===== config.mk =====
export PLATFORM = sky130hd
export DESIGN_NAME = multi_player_timer
export DESIGN_NICKNAME = d
export VERILOG_FILES = /design/src/rtl/multi_player_timer.sv
export SDC_FILE = /design/constraint.sdc
export NUM_CORES = 1
export LEC_CHECK = 0
export CAP_MARGIN = 20
export CELL_PAD_IN_SITES_DETAIL_PLACEMENT = 1
export CELL_PAD_IN_SITES_GLOBAL_PLACEMENT = 1
export CORE_ASPECT_RATIO = 1.25
export CORE_MARGIN = 5
export CORE_UTILIZATION = 43
export DETAILED_ROUTE_END_ITERATION = 6
export PLACE_DENSITY_LB_ADDON = 0.1
export SLEW_MARGIN = 10
export SYNTH_ARGS = -nofsm -noshare
export SYNTH_HDL_FRONTEND = slang
export SYNTH_SLANG_ARGS = --single-unit
export TNS_END_PERCENT = 30

===== constraint.sdc =====
create_clock -name clk_i -period 7.96 [get_ports clk_i]
set_clock_uncertainty 0.05 [all_clocks]
set_input_delay 1.592 -clock clk_i [delete_from_list [all_inputs] [get_ports clk_i]]
set_output_delay 1.592 -clock clk_i [all_outputs]
set_load 0.03 [all_outputs]

===== src/rtl/multi_player_timer.sv =====
// Multi-player game clock: one down-counting seconds register per player, one active at a
// time, with setup phase, pause, per-move increment on pass and sticky per-player flag-fall.
module multi_player_timer #(
  parameter int unsigned NUM_PLAYERS = 2,
  parameter int unsigned CNT_W       = 12,
  parameter int unsigned SETUP_STEP  = 30,
  parameter int unsigned MOVE_INC    = 0,
  localparam int unsigned PW         = $clog2(NUM_PLAYERS),
  localparam int unsigned MIN_W      = CNT_W - 5
) (
  input  logic                   clk_i,
  input  logic                   rst_i,
  input  logic                   tick_i,
  input  logic                   clear_i,
  input  logic                   setup_add_i,
  input  logic                   start_i,
  input  logic                   pause_i,
  input  logic                   pass_i,
  input  logic [PW-1:0]          sel_i,
  output logic [PW-1:0]          active_o,
  output logic                   running_o,
  output logic [NUM_PLAYERS-1:0] time_up_o,
  output logic [MIN_W-1:0]       disp_min_o,
  output logic [5:0]             disp_sec_o
);

  typedef enum logic [1:0] {StSetup, StRun, StPaused, StDone} state_e;

  localparam logic [CNT_W:0] StepExt = (CNT_W+1)'(SETUP_STEP);
  localparam logic [CNT_W:0] IncExt  = (CNT_W+1)'(MOVE_INC);
  localparam logic [PW-1:0]  LastIdx = PW'(NUM_PLAYERS - 1);
  localparam logic [PW:0]    NumExt  = (PW+1)'(NUM_PLAYERS);

  state_e                   state_q;
  logic [CNT_W-1:0]         count_q [NUM_PLAYERS];
  logic [PW-1:0]            active_q;
  logic                     running_q;
  logic [NUM_PLAYERS-1:0]   time_up_q;

  logic [CNT_W-1:0]         setup_sum [NUM_PLAYERS];
  logic [CNT_W-1:0]         act_cnt;
  logic                     act_zero;
  logic [CNT_W-1:0]         dec_cnt;
  logic [CNT_W-1:0]         pass_cnt;
  logic [PW-1:0]            next_active;
  logic                     sel_ok;
  logic [CNT_W-1:0]         sel_cnt;

  // Saturating add; the carry bit flags overflow of the CNT_W-bit counter.
  function automatic logic [CNT_W-1:0] sat_add(input logic [CNT_W-1:0] a,
                                               input logic [CNT_W:0]   b);
    logic [CNT_W:0] s;
    s = {1'b0, a} + b;
    return s[CNT_W] ? {CNT_W{1'b1}} : s[CNT_W-1:0];
  endfunction

  // Next-value datapath shared by the FSM, plus the combinational mm:ss display.
  always_comb begin
    for (int i = 0; i < NUM_PLAYERS; i++) begin
      setup_sum[i] = sat_add(count_q[i], StepExt);
    end
    act_cnt     = count_q[active_q];
    act_zero    = (act_cnt == '0);
    // Only used when the active count is non-zero or tick is low, so it cannot wrap.
    dec_cnt     = act_cnt - CNT_W'(tick_i);
    pass_cnt    = sat_add(dec_cnt, IncExt);
    next_active = (active_q == LastIdx) ? '0 : active_q + 1'b1;
    sel_ok      = ({1'b0, sel_i} < NumExt);
    sel_cnt     = sel_ok ? count_q[sel_i] : '0;
    disp_min_o  = MIN_W'(sel_cnt / CNT_W'(60));
    disp_sec_o  = 6'(sel_cnt % CNT_W'(60));
  end

  // Game FSM with all counters, active index and flags registered together.
  always_ff @(posedge clk_i) begin
    if (rst_i || clear_i) begin
      state_q   <= StSetup;
      active_q  <= '0;
      running_q <= 1'b0;
      time_up_q <= '0;
      for (int i = 0; i < NUM_PLAYERS; i++) begin
        count_q[i] <= '0;
      end
    end else begin
      unique case (state_q)
        StSetup: begin
          if (setup_add_i) begin
            for (int i = 0; i < NUM_PLAYERS; i++) begin
              count_q[i] <= setup_sum[i];
            end
          end
          if (start_i) begin
            state_q   <= StRun;
            running_q <= 1'b1;
          end
        end
        StRun: begin
          if (tick_i && act_zero) begin
            // Flag-fall ends the game; any pass or pause this cycle is dropped.
            time_up_q[active_q] <= 1'b1;
            state_q             <= StDone;
            running_q           <= 1'b0;
          end else begin
            if (pass_i) begin
              count_q[active_q] <= pass_cnt;
              active_q          <= next_active;
            end else if (tick_i) begin
              count_q[active_q] <= dec_cnt;
            end
            if (pause_i) begin
              state_q   <= StPaused;
              running_q <= 1'b0;
            end
          end
        end
        StPaused: begin
          if (start_i) begin
            state_q   <= StRun;
            running_q <= 1'b1;
          end
        end
        StDone: begin
        end
        default: begin
          state_q   <= StSetup;
          running_q <= 1'b0;
        end
      endcase
    end
  end

  assign active_o  = active_q;
  assign running_o = running_q;
  assign time_up_o = time_up_q;

endmodule


==> results of run 1 <==
layer usage:
metal / GRT usage / up-vias / share of wire
met1: 0.264 / 1496 / 0.46
met3: 0.0188 / 10 / 0.017
met4: 0.0568 / 0 / 0.013
li1: - / 1523 / -
met5: 0 / - / 0
met2: 0.374 / 31 / 0.51
worst max-delay path, cell delays in order:
cell and delay, ps:
clkdlybuf4s50_1 650, buf_12 220, mux2_2 390, nor4_1 300, a31o_1 170, buf_4 160, o211ai_1 130, a21boi_2 360
mux2i_2 350, o22a_1 250, a21oi_2 110, a311o_2 450, nand2_2 120, nor2_1 60, a31o_1 180, clkdlybuf4s50_1 590
metrics by stage:
| stage | setup WS (ps) | setup TNS (ps) | cells | hold slack, ps | area [um^2] |
|---|---|---|---|---|---|
| 3_3_place_gp | 291 | 0 | 497 | 394 | 3460 |
| 3_5_place_dp | 193 | 0 | 497 | 404 | 3460 |
| 2_1_floorplan | 1090 | 0 | 402 | 396 | 3160 |
| 4_1_cts | 192 | 0 | 505 | 413 | 3540 |
| 5_1_grt | -13.8 | -13.8 | 506 | 433 | 3560 |
| 6_report | 216 | 0 | 506 | 406 | 3560 |
state kept, by name (all words and copies together) (netlist names), named ones only:
signal and flops:
state_q 2, active_o 1, time_up_o 2, count_q 24, running_o 1
kinds of logic after synthesis:
family | count (synthesis) | share of synthesized area
adders and majority gates | 5 | 0.0190
and+or+nand+nor | 164 | 0.260
AOI/OAI and AO/OA | 110 | 0.238
muxes | 30 | 0.0978
buffers and inverters | 38 | 0.0471
xor gates and xnor gates | 24 | 0.0665
DFF | 31 | 0.272
power by group through the flow:
stage	combinational (mW)	clock (mW)	sequential, mW
after floorplan	0.154	0	0.194
after global placement	0.202	0	0.207
after detailed placement	0.205	0	0.207
after CTS	0.206	0.126	0.204
after global routing	0.227	0.133	0.206
final	0.207	0.122	0.205
final timing paths:
check / slack [ps] / start / to
setup / recovery: 220 / sel_i / disp_sec_o[5]
setup reg to reg: 3930 / flip-flop / count_q[0][8]$_DFFE_PP_
hold / removal: 410 / running_o$_SDFFE_PP0P_ / running_o$_SDFFE_PP0P_
hold reg to reg: 410 / running_o$_SDFFE_PP0P_ / running_o$_SDFFE_PP0P_
area by class of cell:
class | count | share of cell area
Inverter | 11 | 0.0116
Sequential cell | 31 | 0.242
Timing Repair Buffer | 31 | 0.0830
Clock buffer | 7 | 0.0214
Clock inverter | 1 | 0.00141
Tap cell | 92 | 0.0323
Multi-Input combinational cell | 333 | 0.608
layout by cell type, fill, tap and decap left out, drive strengths merged, types with 5 or more instances in the layout:
master and instances:
a21oi 16, inv 11, a211oi 6, edfxtp 24, xor2 8, clkdlybuf4s50 20, and2 8, o21ai 24
mux2 7, nand3 23, nand4 6, nand2b 5, dfxtp 7, nand2 40, mux2i 23, xnor2 16
nor2 41, o22ai 22, o211ai 8, buf 11, clkbuf 7, nor3 6, a21o 6, or3 5
timing repair:
item,CTS,global route
endpoints found under the hold margin,0,0
setup buffers,0,1
gates resized for setup,0,3
endpoints found under the setup margin,0,1
==> flow_summary.toml, run 1 <==
[synth]
synthTopCellsByCount = "nor2_1, nand2_1, edfxtp_1"
ys_async_sr_fraction = 0
synth.cell_area_um2 = 3160
yosysMostFrequentCell = "nor2_1"
ys.flop_type = "edfxtp_1"
yosysWarnings = 0
ys_seq_area_frac = 0.272
synth_seq_cells = 31
synth_area_per_cell_um2 = 7.86
synthDistinctLibCells = 64
syn_inst = 402
synth_edf_count = 24
netlist.top_cell.by_area = "edfxtp_1"
synth_top_area_frac = 0.228
ys_top_cells_by_area = "edfxtp_1, mux2i_1, nor2_1, nand2_1, dfxtp_1"
synth_nets = 415

[clocking]
root_buffer = "clkbuf_8"
clkTransAtPathRegs_ps = 70
cts_made_buffers = 5
cts_tree = "done"
cts_sinks = 31
clk_latency_ps = 280
cts_buffer_depth = 2
hold_buffers = 0
cts-htree-levels = 2

[layout]
nFillCells = 931
drive_gt1_frac = 0.0870
diodes = 0
nNetsFinal = 426
final_core_util = 0.490
multiInputGateArea_um2 = 2160
areaGrowthSynthToFinish_pct = 12.6
register_area_um2 = 861

[route]
drt-total-wl_um = 9290
num_vias = 3060
post_drt_wl_per_cell_um = 18.4
avgViaCountPerCell = 6.05
dr.pass1.iters = 4
route.detailed.drc = 0
ant_nets = 0
drt_first_iter_violations = 112

[global_routing]
grt_pass1_wl_um = 15600
grt_pass1_vias = 3108
antenna_found_initial = 0
grt_use_total = 0.209
grt_max_degree = 25
grt-ovfl-total = 0

[sta]
worstMarginPinSlew_ps = 877
max_freq_mhz = 129
max-slew-margin-rel = 0.414
finalCritPeriodShare = 0.973
final_hold_viol_count = 0
setup_violations = 0
drv_slew = 0
period_needed_ps = 7740

[pwr]
p_comb_frac = 0.388
p_leak_nw = 1.29
clkPwrFrac = 0.228
p_sw_frac = 0.386
powerDensity_nw_per_um2 = 150
power_frac_seq = 0.384
vdd_drop_max_mv = 0.102
power.switching_mw = 0.206
p_int_mw = 0.328
total_power_mw = 0.533

[critical_path]
r2r_cells = 9
crit_type = "primary input to output pin"
cp.required_ps = 6320
arrival_ps = 6100
crit_path_end_kind = "output pin"
critPathMaxFanout = 24
cp-start-kind = "primary input"

[min_path]
min_path_type = "flip-flop to flip-flop"
whs_path_depth = 2

[floorplanning]
initial_core_util = 0.435
coreArea_um2 = 7270
dieArea_um2 = 9180
die_h_um = 106
ios = 26
die_x_um = 86.7
num_rows = 35

[placed_design]
gp_congestion = 0.886
portBuffers = 25
hpwl_um = 7120

[run_status]
status = "completed"

[run]
maxCapViolCount = 0
Note: power is estimated with default switching activity, not from simulation.
==> run 2, diff against run 1 <==
Settings changed: MAX_ROUTING_LAYER from default to met4.
==> run 2 against run 1 <==
Against the previous run: wire length rose by 1.2%; clock power barely moved; die area did not move; sequential share of layout area fell by 0.12 points; flip-flop and latch count did not move; non-clock buffer count rose by 2; global-route usage rose by 1.2 points; critical endpoint unchanged; largest power group unchanged.
==> flow_summary.toml, run 2 (synthesis gave the netlist of run 1 again) <==
[run]
maxCapViolCount = 0

[critical_path]
crit_type = "primary input to output pin"
arrival_ps = 5990
r2r_cells = 9
r2r-end = "count_q[0][5]$_DFFE_PP_"
critPathMaxFanout = 9
ff2ff_setup_slack_ps = 3960
cp-start-kind = "primary input"
cp.required_ps = 6320
crit_path_end_kind = "output pin"

[placed_design]
portBuffers = 25
pre_cts_slack_ps = 182
placed_cell_area_um2 = 3450
hpwl_um = 7200
gp_congestion = 0.891
place_inst = 498

[floorplanning]
dieArea_um2 = 9180
die_h_um = 106
coreArea_um2 = 7270
initial_core_util = 0.435
ios = 26
num_rows = 35
die_x_um = 86.7

[min_path]
min_path_type = "flip-flop to flip-flop"
hold_end = "running_o$_SDFFE_PP0P_"
hp-start = "running_o$_SDFFE_PP0P_"
whs_path_depth = 2

[global_routing]
use_met1 = 0.263
grt_pass1_wl_um = 16100
grt-ovfl-total = 0
antenna_found_initial = 0
grt_max_degree = 25
grt_use_total = 0.221
met2_usage = 0.381
grtUsageMet3 = 0.0195
grt-busiest-layer = "met2"
grt_pass1_vias = 3270

[sta]
postLayoutSetupSlackWorst_ps = 323
worstMarginPinSlew_ps = 892
drv_slew = 0
max-slew-margin-rel = 0.404
hold_ws_ps = 409
fin_setup_tns_ps = 0
setup_violations = 0
final_hold_viol_count = 0
max_freq_mhz = 131
finalCritPeriodShare = 0.959
period_needed_ps = 7640

[pwr]
total_power_mw = 0.536
powerDensity_nw_per_um2 = 150
vdd_drop_max_mv = 0.111
p_leak_nw = 1.30

[route]
route.detailed.drc = 0
avgViaCountPerCell = 6.08
num_vias = 3090
post_drt_wl_per_cell_um = 18.5
drt-total-wl_um = 9400
ant_nets = 0
drt_first_iter_violations = 160
dr.pass1.iters = 4

[run_status]
status = "completed"

[layout]
areaGrowthSynthToFinish_pct = 13.1
nNetsFinal = 428
final_area_um2 = 3580
diodes = 0
layout_common_cells = "nor2_1, nand2_1, edfxtp_1"
final_core_util = 0.492
fin_cells = 508
regMostFlops = "count_q"
drive_gt1_frac = 0.0962
final_common_cell = "nor2_1"
nFillCells = 935
largest_reg_flops = 24

[clocking]
cts_made_buffers = 5
cts-htree-levels = 2
root_buffer = "clkbuf_8"
cts_tree = "done"
clk_latency_ps = 280
hold_buffers = 0
clkTransAtPathRegs_ps = 70
cts_buffer_depth = 2
cts_sinks = 31
run 2: cell types whose count changed in the layout (fill, tap and decap cells not counted):
cell and delta:
a21boi_2 -1, a21boi_4 +1, a21oi_1 -1, a21oi_2 +1, buf_12 -1, buf_4 +3, clkbuf_1 -1, clkinvlp_4 +1
run 2: what timing repair did:
item,in CTS,in global routing
gates resized for setup,0,5
buffers inserted,0,2
endpoints found under the setup margin,0,3
endpoints found under the hold margin,0,0
run 2: area by class of cell:
cell class / count / area, um^2 / area share
sequential: 31 / 861 / 0.241
clock inverter: 2 / 12.5 / 0.00350
timing repair buffer: 33 / 298 / 0.0833
clock buffer: 6 / 72.6 / 0.0203
multi-input combinational: 333 / 2180 / 0.608
inverter: 11 / 41.3 / 0.0115
tap: 92 / 115 / 0.0322
run 2: how the worst max path moves through the flow:
stage / from / endpoint / slack, ps
floorplan: sel_i / disp_sec_o[4] / 1090
global placement: sel_i / disp_sec_o[5] / 230
detailed placement: sel_i / disp_sec_o[5] / 180
CTS: sel_i / disp_sec_o[5] / 170
global route: sel_i / disp_sec_o[5] / -10
finish: sel_i / disp_sec_o[5] / 320
run 2: per-layer routing:
layer  vias to the layer above  wire length, um
met5                         -                0
met1                      1495             4140
met3                        17              204
met4                         0              257
met2                        48             4800
li1                       1530                -
run 2: critical path, stage by stage:
cell             delay (ps)
clkdlybuf4s50_1         600
buf_4                   220
mux2_2                  380
nor4_1                  300
a31o_1                  170
buf_4                   160
nor2_1                   70
a22o_1                  350
a31oi_1                 330
xnor2_1                 170
a211oi_4                390
a21oi_1                 160
o21ai_0                 180
o211ai_1                110
a31o_1                  220
clkdlybuf4s50_1         590
run 2: power by group:
| part | total [mW] | internal, mW | switching [mW] |
|---|---|---|---|
| logic | 0.209 | 0.0819 | 0.127 |
| registers | 0.205 | 0.185 | 0.0199 |
| clock network | 0.123 | 0.0610 | 0.0622 |
| total | 0.536 | 0.328 | 0.209 |
